$ cat config.mk
export PLATFORM = sky130hd
export DESIGN_NAME = sa_cache
export DESIGN_NICKNAME = d
export VERILOG_FILES = /design/src/rtl/sa_cache_pkg.sv /design/src/rtl/sa_cache_way.sv /design/src/rtl/sa_cache.sv
export SDC_FILE = /design/constraint.sdc
export NUM_CORES = 1
export LEC_CHECK = 0
export ABC_CLOCK_PERIOD_IN_PS = 7900
export BUFFER_PORTS_ARGS = -buffer_cell sky130_fd_sc_hd__buf_2
export CAP_MARGIN = 30
export CORE_MARGIN = 2
export CORE_UTILIZATION = 30
export CTS_CLUSTER_SIZE = 12
export DETAILED_ROUTE_END_ITERATION = 7
export SLEW_MARGIN = 20
export SYNTH_ARGS = -nofsm -noshare
export SYNTH_HDL_FRONTEND = slang
export SYNTH_SLANG_ARGS = --single-unit
$ cat constraint.sdc
create_clock -name clk -period 7.9 [get_ports clk]
set_input_delay 1.185 -clock clk [delete_from_list [all_inputs] [get_ports clk]]
set_output_delay 1.185 -clock clk [all_outputs]
set_load 0.02 [all_outputs]
$ cat src/rtl/sa_cache_pkg.sv
// Shared types and helpers for the set-associative data cache.
package sa_cache_pkg;

  typedef enum logic [1:0] {
    ST_IDLE,
    ST_REFILL,
    ST_WRITE
  } state_t;

  // Access-size encoding used by the memory stage.
  localparam logic [2:0] DATA_ADDR_MODE_B  = 3'd0;
  localparam logic [2:0] DATA_ADDR_MODE_BU = 3'd1;
  localparam logic [2:0] DATA_ADDR_MODE_H  = 3'd2;
  localparam logic [2:0] DATA_ADDR_MODE_HU = 3'd3;
  localparam logic [2:0] DATA_ADDR_MODE_W  = 3'd4;

  // Tags are stored zero-extended to a fixed width so one struct serves any geometry.
  localparam int TAG_W_MAX = 32;

  typedef struct packed {
    logic                 valid;
    logic [TAG_W_MAX-1:0] tag;
    logic [3:0][7:0]      lane;
  } line_t;

  // Byte lanes touched by a store of the given size at the given offset.
  function automatic logic [3:0] lane_mask(input logic [2:0] mode, input logic [1:0] offset);
    case (mode)
      DATA_ADDR_MODE_B, DATA_ADDR_MODE_BU: lane_mask = 4'b0001 << offset;
      DATA_ADDR_MODE_H, DATA_ADDR_MODE_HU: lane_mask = offset[1] ? 4'b1100 : 4'b0011;
      default:                             lane_mask = 4'b1111;
    endcase
  endfunction

  // Replicate right-aligned store data across the word so every lane sees its bytes.
  function automatic logic [31:0] store_align(input logic [2:0] mode, input logic [31:0] wdata);
    case (mode)
      DATA_ADDR_MODE_B, DATA_ADDR_MODE_BU: store_align = {4{wdata[7:0]}};
      DATA_ADDR_MODE_H, DATA_ADDR_MODE_HU: store_align = {2{wdata[15:0]}};
      default:                             store_align = wdata;
    endcase
  endfunction

endpackage

$ cat src/rtl/sa_cache_way.sv
// One way of the cache: per-set line storage and tag compare for the addressed set.
module sa_cache_way
  import sa_cache_pkg::*;
#(
  parameter int SETS  = 8,
  parameter int IDX_W = 3,
  parameter int TAG_W = 27
) (
  input  logic             clk,
  input  logic             rst,
  input  logic [IDX_W-1:0] index,
  input  logic [TAG_W-1:0] tag,
  input  logic             install_en,
  input  logic [31:0]      install_data,
  input  logic             store_en,
  input  logic [3:0]       store_mask,
  input  logic [31:0]      store_data,
  output logic             valid,
  output logic             match,
  output logic [31:0]      rdata
);

  line_t                lines [SETS];
  logic [TAG_W_MAX-1:0] tag_ext;

  assign tag_ext = TAG_W_MAX'(tag);
  assign valid   = lines[index].valid;
  assign match   = lines[index].valid && (lines[index].tag == tag_ext);
  assign rdata   = lines[index].lane;

  // Line storage: refill installs a whole line, a store hit updates selected lanes.
  // NOTE: only the valid bits are reset; tag and data are don't-care while invalid,
  // so clearing them would just add reset fan-out to the whole array.
  always_ff @(posedge clk) begin
    if (rst) begin
      for (int i = 0; i < SETS; i++) lines[i].valid <= 1'b0;
    end else if (install_en) begin
      lines[index].valid <= 1'b1;
      lines[index].tag   <= tag_ext;
      lines[index].lane  <= install_data;
    end else if (store_en) begin
      for (int b = 0; b < 4; b++)
        if (store_mask[b]) lines[index].lane[b] <= store_data[8*b +: 8];
    end
  end

endmodule

$ cat src/rtl/sa_cache.sv
// N-way set-associative write-through, write-no-allocate data cache.
// Optional hit/miss counters are built when SA_CACHE_STATS_EN is defined.
module sa_cache
  import sa_cache_pkg::*;
#(
  parameter int ADDR_WIDTH = 32,
  parameter int DATA_WIDTH = 32,
  parameter int SETS       = 8,
  parameter int WAYS       = 2
) (
  input  logic                  clk,
  input  logic                  rst,
  input  logic                  cpu_req,
  input  logic                  cpu_we,
  input  logic [2:0]            addr_mode,
  input  logic [ADDR_WIDTH-1:0] cpu_addr,
  input  logic [DATA_WIDTH-1:0] cpu_wdata,
  output logic [DATA_WIDTH-1:0] cpu_rdata,
  output logic                  cpu_ready,
  output logic                  hit,
  output logic                  mem_req,
  output logic                  mem_we,
  output logic [ADDR_WIDTH-1:0] mem_addr,
  output logic [DATA_WIDTH-1:0] mem_wdata,
  output logic [2:0]            mem_addr_mode,
  input  logic [DATA_WIDTH-1:0] mem_rdata,
  input  logic                  mem_ack,
  output logic [31:0]           hit_count,
  output logic [31:0]           miss_count
);

  localparam int IDX_W = $clog2(SETS);
  localparam int WAY_W = (WAYS > 1) ? $clog2(WAYS) : 1;
  localparam int TAG_W = ADDR_WIDTH - 2 - IDX_W;

  state_t                state, state_next;
  logic [IDX_W-1:0]      index;
  logic [TAG_W-1:0]      tag;
  logic [WAYS-1:0]       way_valid, way_match;
  logic [DATA_WIDTH-1:0] way_rdata [WAYS];
  logic [DATA_WIDTH-1:0] hit_data;
  logic [WAY_W-1:0]      victim_ptr [SETS];
  logic [WAY_W-1:0]      victim_way;
  logic                  victim_from_ptr;
  logic                  any_match, store_en, install_en;
  logic [3:0]            store_mask;
  logic [DATA_WIDTH-1:0] store_data;

  assign index      = cpu_addr[2 +: IDX_W];
  assign tag        = cpu_addr[ADDR_WIDTH-1 -: TAG_W];
  assign store_mask = lane_mask(addr_mode, cpu_addr[1:0]);
  assign store_data = store_align(addr_mode, cpu_wdata);

  for (genvar w = 0; w < WAYS; w++) begin : g_way
    sa_cache_way #(.SETS(SETS), .IDX_W(IDX_W), .TAG_W(TAG_W)) u_way (
      .clk          (clk),
      .rst          (rst),
      .index        (index),
      .tag          (tag),
      .install_en   (install_en && (victim_way == WAY_W'(w))),
      .install_data (mem_rdata),
      .store_en     (store_en && way_match[w]),
      .store_mask   (store_mask),
      .store_data   (store_data),
      .valid        (way_valid[w]),
      .match        (way_match[w]),
      .rdata        (way_rdata[w])
    );
  end

  // Hit-way data select and refill victim choice (lowest invalid way, else pointer).
  // NOTE: every always_comb output gets a default first so no latch is inferred.
  always_comb begin
    hit_data        = '0;
    victim_way      = victim_ptr[index];
    victim_from_ptr = 1'b1;
    for (int w = 0; w < WAYS; w++)
      if (way_match[w]) hit_data = hit_data | way_rdata[w];
    for (int w = WAYS - 1; w >= 0; w--)
      if (!way_valid[w]) begin
        victim_way      = WAY_W'(w);
        victim_from_ptr = 1'b0;
      end
  end

  assign any_match = cpu_req && !rst && (state == ST_IDLE) && (|way_match);
  assign hit       = any_match;

  // Next-state and core-side handshake; reset masks everything.
  always_comb begin
    state_next = state;
    cpu_ready  = 1'b0;
    cpu_rdata  = '0;
    store_en   = 1'b0;
    install_en = 1'b0;
    if (!rst) begin
      case (state)
        ST_IDLE: if (cpu_req) begin
          if (cpu_we) begin
            state_next = ST_WRITE;
            store_en   = any_match;
          end else if (any_match) begin
            cpu_ready = 1'b1;
            cpu_rdata = hit_data;
          end else begin
            state_next = ST_REFILL;
          end
        end
        ST_REFILL: if (mem_ack) begin
          install_en = 1'b1;
          cpu_ready  = 1'b1;
          cpu_rdata  = mem_rdata;
          state_next = ST_IDLE;
        end
        ST_WRITE: if (mem_ack) begin
          cpu_ready  = 1'b1;
          state_next = ST_IDLE;
        end
        default: state_next = ST_IDLE;
      endcase
    end
  end

  // Memory-side request is a pure function of the state and the held core inputs.
  assign mem_req       = (state != ST_IDLE);
  assign mem_we        = (state == ST_WRITE);
  assign mem_addr      = (state == ST_WRITE)  ? cpu_addr :
                         (state == ST_REFILL) ? {cpu_addr[ADDR_WIDTH-1:2], 2'b00} : '0;
  assign mem_wdata     = (state == ST_WRITE) ? cpu_wdata : '0;
  assign mem_addr_mode = (state == ST_WRITE) ? addr_mode : DATA_ADDR_MODE_W;

  // State register.
  // NOTE: sequential state uses non-blocking assignments so all flops sample together.
  always_ff @(posedge clk) begin
    if (rst) state <= ST_IDLE;
    else     state <= state_next;
  end

  // Round-robin victim pointers advance only when a full set forced their use.
  always_ff @(posedge clk) begin
    if (rst) begin
      for (int s = 0; s < SETS; s++) victim_ptr[s] <= '0;
    end else if (install_en && victim_from_ptr) begin
      victim_ptr[index] <= (WAYS == 1) ? '0 : victim_ptr[index] + 1'b1;
    end
  end

`ifdef SA_CACHE_STATS_EN
  // Load hits completed in IDLE and refill completions, both wrapping.
  always_ff @(posedge clk) begin
    if (rst) begin
      hit_count  <= '0;
      miss_count <= '0;
    end else begin
      if (any_match && !cpu_we) hit_count  <= hit_count + 32'd1;
      if (install_en)           miss_count <= miss_count + 32'd1;
    end
  end
`else
  assign hit_count  = '0;
  assign miss_count = '0;
`endif

endmodule

---- Word level (Yosys, flattened, before mapping) ----
Memories as Yosys holds them, arrays and structs flattened.
Index checks and enable logic that the tools add are counted.
storage, ports and cells
  bits in registers ....................... 2
  RAM bits ................................ 968
  input bits .............................. 104
  output and inout bits ................... 167
  memories kept ........................... 3
memory list
  name                  words  bits a word  rd ports  clocked after Yosys merged registers in  write ports  line                text
  g_way[0].u_way.lines  8      60           1         0                                        8            sa_cache_way.sv:23  line_t lines [SETS];
  g_way[1].u_way.lines  8      60           1         0                                        8            sa_cache_way.sv:23
  victim_ptr            8      1            1         0                                        8            sa_cache.sv:42      logic [WAY_W-1:0] victim_ptr [SETS];
cells by class
  add/subtract/negate cells ............... 1
  equal/unequal tests ..................... 10
  shift operators ......................... 1
  muxes and demuxes ....................... 100
  bitwise gates (word level) .............. 10
  reductions and logical operators ........ 22
operators by type and width
  cell                 number
  $mux 32              10
  $pmux 32 s2          2
  $mux 60              2
  $reduce_or 60->1     2
  $eq 32x27->1         2
  $mux 1               64
  $mux 8               8
  $or 32x32->32        1
  $mux 3               4
  $mux 6               2
  $logic_and 1x1->1    10
  $mux 2               4
  $or 1x1->1           8
  $pmux 4 s2           1
  $reduce_or 2->1      4
  $eq 3x2->1 const B   2
  $mux 4               1
  $pmux 2 s2           1
  $shl 1x2->4 const A  1
  $eq 3x1->1 const B   1
  $logic_not 3->1      1
  $ne 3x3->1 const B   1
  $reduce_and 3->1     1
  $eq 2x1->1 const B   1
  10 further kinds     10

---- Depth between registers and ports, before layout ----
An unclocked memory read counts as a cell.
  depth after elaboration ................. 17
  gate-level depth with buffers ........... 14

---- Hierarchy ----
Synthesis repeated with hierarchy kept, for this count alone.
unflattened totals
  cells, all modules ...................... 2359
  area, all modules ....................... 40209.8 um2
by module, submodules not included
  module                         times used  cells an instance  area an instance (um2)  sequential area each (um2)
  sa_cache_way (g_way[0].u_way)  1           998                18700.4                 14333.7
  sa_cache_way (g_way[1].u_way)  1           981                18681.7                 14333.7
  sa_cache                       1           380                2827.7                  280.3

---- Worst setup path after synthesis ----
Ideal clock, no wire load.
  path type ............................... input-to-output
  start ................................... input cpu_addr[3]
  end ..................................... output cpu_ready
  arrival time ............................ 4.238 ns
  data required time ...................... 6.715 ns
  slack ................................... 2.477 ns
  cell stages on the path ................. 12
  cells stage by stage .................... buf_4 buf_4 buf_2 mux2_2 a221oi_1 o22ai_1 xnor2_1 nand2_1 nor4_4 buf_4 a21oi_1 o21ai_0
between the ends
  cells in the longest elaborated chain, start to end .. 10
  elaborated cells on any way between the ends .. 13
  classes of those cells .................. eq/ne (2); mux (5); reduce/logical (4); memory (2)
RTL lines
  what                   line                text
  start, declared        sa_cache.sv:16      input logic [ADDR_WIDTH-1:0] cpu_addr,
  $mem_v2 8x60           --
  $eq 32x27->1           sa_cache_way.sv:28  assign match = lines[index].valid && (lines[index].tag == tag_ext);
  $logic_and 1x1->1      sa_cache_way.sv:28
  $reduce_or 2->1 (*)    sa_cache.sv:86      assign any_match = cpu_req && !rst && (state == ST_IDLE) && (|way_match);
  $logic_and 1x1->1 (*)  sa_cache.sv:86
  $mux 1 (*)             sa_cache.sv:102     end else if (any_match) begin
  $mux 1 (*)             sa_cache.sv:99      if (cpu_we) begin
  $mux 1 (*)             sa_cache.sv:98      ST_IDLE: if (cpu_req) begin
  $pmux 1 s2 (*)         sa_cache.sv:97      case (state)
  $mux 1 (*)             sa_cache.sv:96      if (!rst) begin
  end, declared          sa_cache.sv:19      output logic cpu_ready,
Mark *: on every way between the ends. The rest lies on a longest branch, timed or not.

---- Final worst setup path ----
Same ends and word-level chain as after synthesis.

==> impl_metrics.csv <==
group,metric,value,unit
yosys,synthArstFlopShare,0,
floorplan,core_area,0.135,mm^2
outcome,outcome,"complete, no violations",
timing,hold_violations,0,
worst_hold_path,min_from,"g_way[1].u_way.lines[0][59]",
global_route,grt_first_pass_wirelength,181,mm
yosys,yosysTopAreaCell,"edfxtp_1",
worst_setup_path,crit_arrival,5.73,ns
worst_setup_path,path_class,"in -> out",
clocking,numCtsBuffers,101,
clocking,cts_htree_levels,3,
yosys,synth_top_cell_area_share,0.703,
route,via_per_inst,5.40,
timing,final-setup-viol-count,0,
clocking,cts-root-buf,"clkbuf_16",
worst_setup_path,cp_slowest_cell,"buf_6",
placed_design,dp_worst_setup_slack,0.786,ns
yosys,netlist_top_cells_count,"edfxtp_1 (952), mux2i_1 (169), nor2_1 (154)",
timing,skew,0.0480,ns
clocking,postCtsHoldBufs,0,
worst_setup_path,required,6.71,ns
route,via_count,25384,
worst_setup_path,crit_top_cell,"buf_4",
layout,syn2layout_area_growth,16.7,%
clocking,insertion_delay,0.71,ns
worst_setup_path,crit_path_start_kind,"input pin",
yosys,ys_warn_count,0,
floorplan,fp.dieArea,0.138,mm^2
timing,relSlewSlack,0.258,
route,post_drt_wl_per_cell,27.3,um
timing,setup_tns,0,ns
floorplan,die_h,372,um
route,wl,128,mm
worst_setup_path,path_delay_family,"buffers and inverters",
layout,fillers,12749,
yosys,ys_types,65,
timing,fmaxAchievable,0.145,GHz
worst_setup_path,end_kind,"output pin",
route,drt_first_pass_iters,6,
layout,fin_nets,2953,
yosys,synth_seq_area_share,0.712,
placed_design,dp.cells,4509,
timing,min_period_over_period,0.876,
timing,drv_slew,0,
route,drc,0,
worst_setup_path,rr_startpoint,"g_way[1].u_way.lines[0][44]",
floorplan,initial_core_util,0.301,
global_route,grt_pass1_vias,24371,
placed_design,io_buffers,206,
clocking,clock-sinks,970,
power,p_per_area,233,mW/mm^2
route,drt_iter0_markers,3214,
yosys,yosys_register_bits,970,
worst_setup_path,path_buf_inv,5,
global_route,grt_max_degree,70,
layout,final_cells,4703,
layout,drive_above_1_share,0.236,
timing,fin_ws,0.981,ns
global_route,gr-total-overflow,0,
worst_hold_path,hold_end,"g_way[1].u_way.lines[0][59]",
floorplan,die_w,372,um
global_route,antenna_found_initial,12,
clocking,cts_resized,0,
yosys,synth_edf_count,952,
placed_design,dp_hpwl,84.9,mm
clocking,postCtsSetupBuffers,0,
worst_setup_path,r2r-end,"g_way[1].u_way.lines[7][4]",
timing,min_period,6.92,ns
yosys,syn_avg_cell_area,15.8,um^2
floorplan,pin_count,271,
yosys,synth.most_common_cell,"edfxtp_1",
worst_hold_path,whs_path_depth,2,
clocking,clk_pin_slew_worst_paths,0.06,ns
power,vdd_ir_drop_max,0.186,mV
clocking,cts_tree,"built",
yosys,syn_area,0.0406,mm^2
yosys,synth_cells,2569,
worst_setup_path,reg2reg_depth,10,
worst_setup_path,cp_cell_sequence,"buf_6, buf_4, or2_2, o22ai_1, or3_1, a21o_1, or4b_1, nor4_2, buf_4, a21oi_1, o21ai_0, buf_4, buf_2",
worst_setup_path,path_max_fanout,69,
placed_design,routabilityCongestion,0.900,
worst_setup_path,cpPeakStageDelay,0.61,ns
floorplan,placement_rows,135,
yosys,synthFlopType,"edfxtp_1",
route,ant_nets,0,
flow_run,cap_violations,0,
clocking,clockBufferDepth,3,
worst_hold_path,min_path_type,"reg -> reg",
power,p_leak,15.7,nW
yosys,synthTopCellsByArea,"edfxtp_1 (70%), mux2i_1 (4.2%), mux2_2 (3.9%), mux4_2 (2.7%), buf_4 (1.5%)",
timing,worstMarginPinSlew,1.11,ns
global_route,grt_use_total,0.182,
timing,grt_setup_unrepaired,"false",
worst_setup_path,r2r_slack,3.53,ns
[cell usage in the layout (no fill, tap or decap), drive strengths merged, types with 29 or more instances in the layout]
cell,instances
buf,325
mux2i,169
nand2,94
a21oi,90
clkbuf,138
a22oi,78
a221oi,48
mux2,139
nor2b,37
nand4,40
mux4,48
edfxtp,952
conb,64
clkinv,31
o22ai,92
nor2,155
nand3,40
inv,29
and2,40
[state kept, by name, summed over array words and instances (netlist names)]
signal             cells
g_way.u_way.lines    960
victim_ptr             8
state                  2
[how the worst max path moves through the flow]
stage                           start  slack [ns]       endpoint  depth (start not counted)
after floorplan           cpu_addr[3]        2.48      cpu_ready                         12
after global placement    cpu_addr[3]        0.95  cpu_rdata[31]                         11
after detailed placement  cpu_addr[3]        0.79  cpu_rdata[31]                         11
after CTS                 cpu_addr[3]        0.77  cpu_rdata[31]                         11
after global routing      cpu_addr[2]        0.82      cpu_ready                         13
final                     cpu_addr[3]        0.98      cpu_ready                         13
[stage by stage]
stage	util	power, W	hold WS [ns]	cell area [um^2]
detailed placement	0.327	0.00654	0.451	44100
global placement	0.325	0.00653	0.446	43900
finish	0.351	0.0110	0.461	47400
floorplan	-	0.00621	0.439	40900
global route	0.351	0.0113	0.473	47400
CTS	0.350	0.0111	0.460	47300
[power by group]
| group | switching (W) | leakage [nW] | total, W | internal, W |
|---|---|---|---|---|
| Sequential | 0.00000226 | 8.71 | 0.00566 | 0.00565 |
| Clock | 0.00198 | 1.51 | 0.00459 | 0.00262 |
| Combinational | 0.000562 | 5.53 | 0.000794 | 0.000232 |
| Total | 0.00254 | 15.7 | 0.0110 | 0.00850 |
[logic make-up (layout without fill, tap and decap cells)]
group | Yosys count | in the layout | share of synthesized area
DFF | 970 | 970 | 0.712
adders and majority gates | 4 | 4 | 0.00123
other | 1 | 69 | 0.0000923
AOI/OAI and AO/OA | 460 | 460 | 0.0781
xor gates and xnor gates | 34 | 34 | 0.00733
muxes | 356 | 356 | 0.107
and+or+nand+nor | 497 | 497 | 0.0628
buffers and inverters | 247 | 532 | 0.0315
[layer usage]
metal  up-vias  wire (um)  global-route usage
li1      10621          -                   -
met1     12875      52200               0.250
met2      1631      58700               0.286
met3       255      13700              0.0415
met4         2       3860              0.0558
met5         -          8                   0
[layout make-up]
cell class / instances / area (um^2) / area share
Antenna cell: 5 / 12.5 / 0.000264
Clock buffer: 135 / 2700 / 0.0569
Clock inverter: 40 / 438 / 0.00923
Inverter: 28 / 105 / 0.00222
Multi-Input combinational cell: 1415 / 10900 / 0.229
Sequential cell: 970 / 28900 / 0.610
Tap cell: 1781 / 2230 / 0.0470
Timing Repair Buffer: 329 / 2140 / 0.0452
[worst register-to-register path, cell delays in order (launching register included)]
cell	delay, ns
edfxtp_1	0.36
mux4_2	0.47
mux2i_1	0.20
xnor2_1	0.14
nor4_1	0.44
nand4_1	0.26
nor4_4	0.63
buf_12	0.27
nand3_1	0.32
a21oi_1	0.70
buf_4	0.27
No activity file was read; power rests on OpenSTA's default activity.
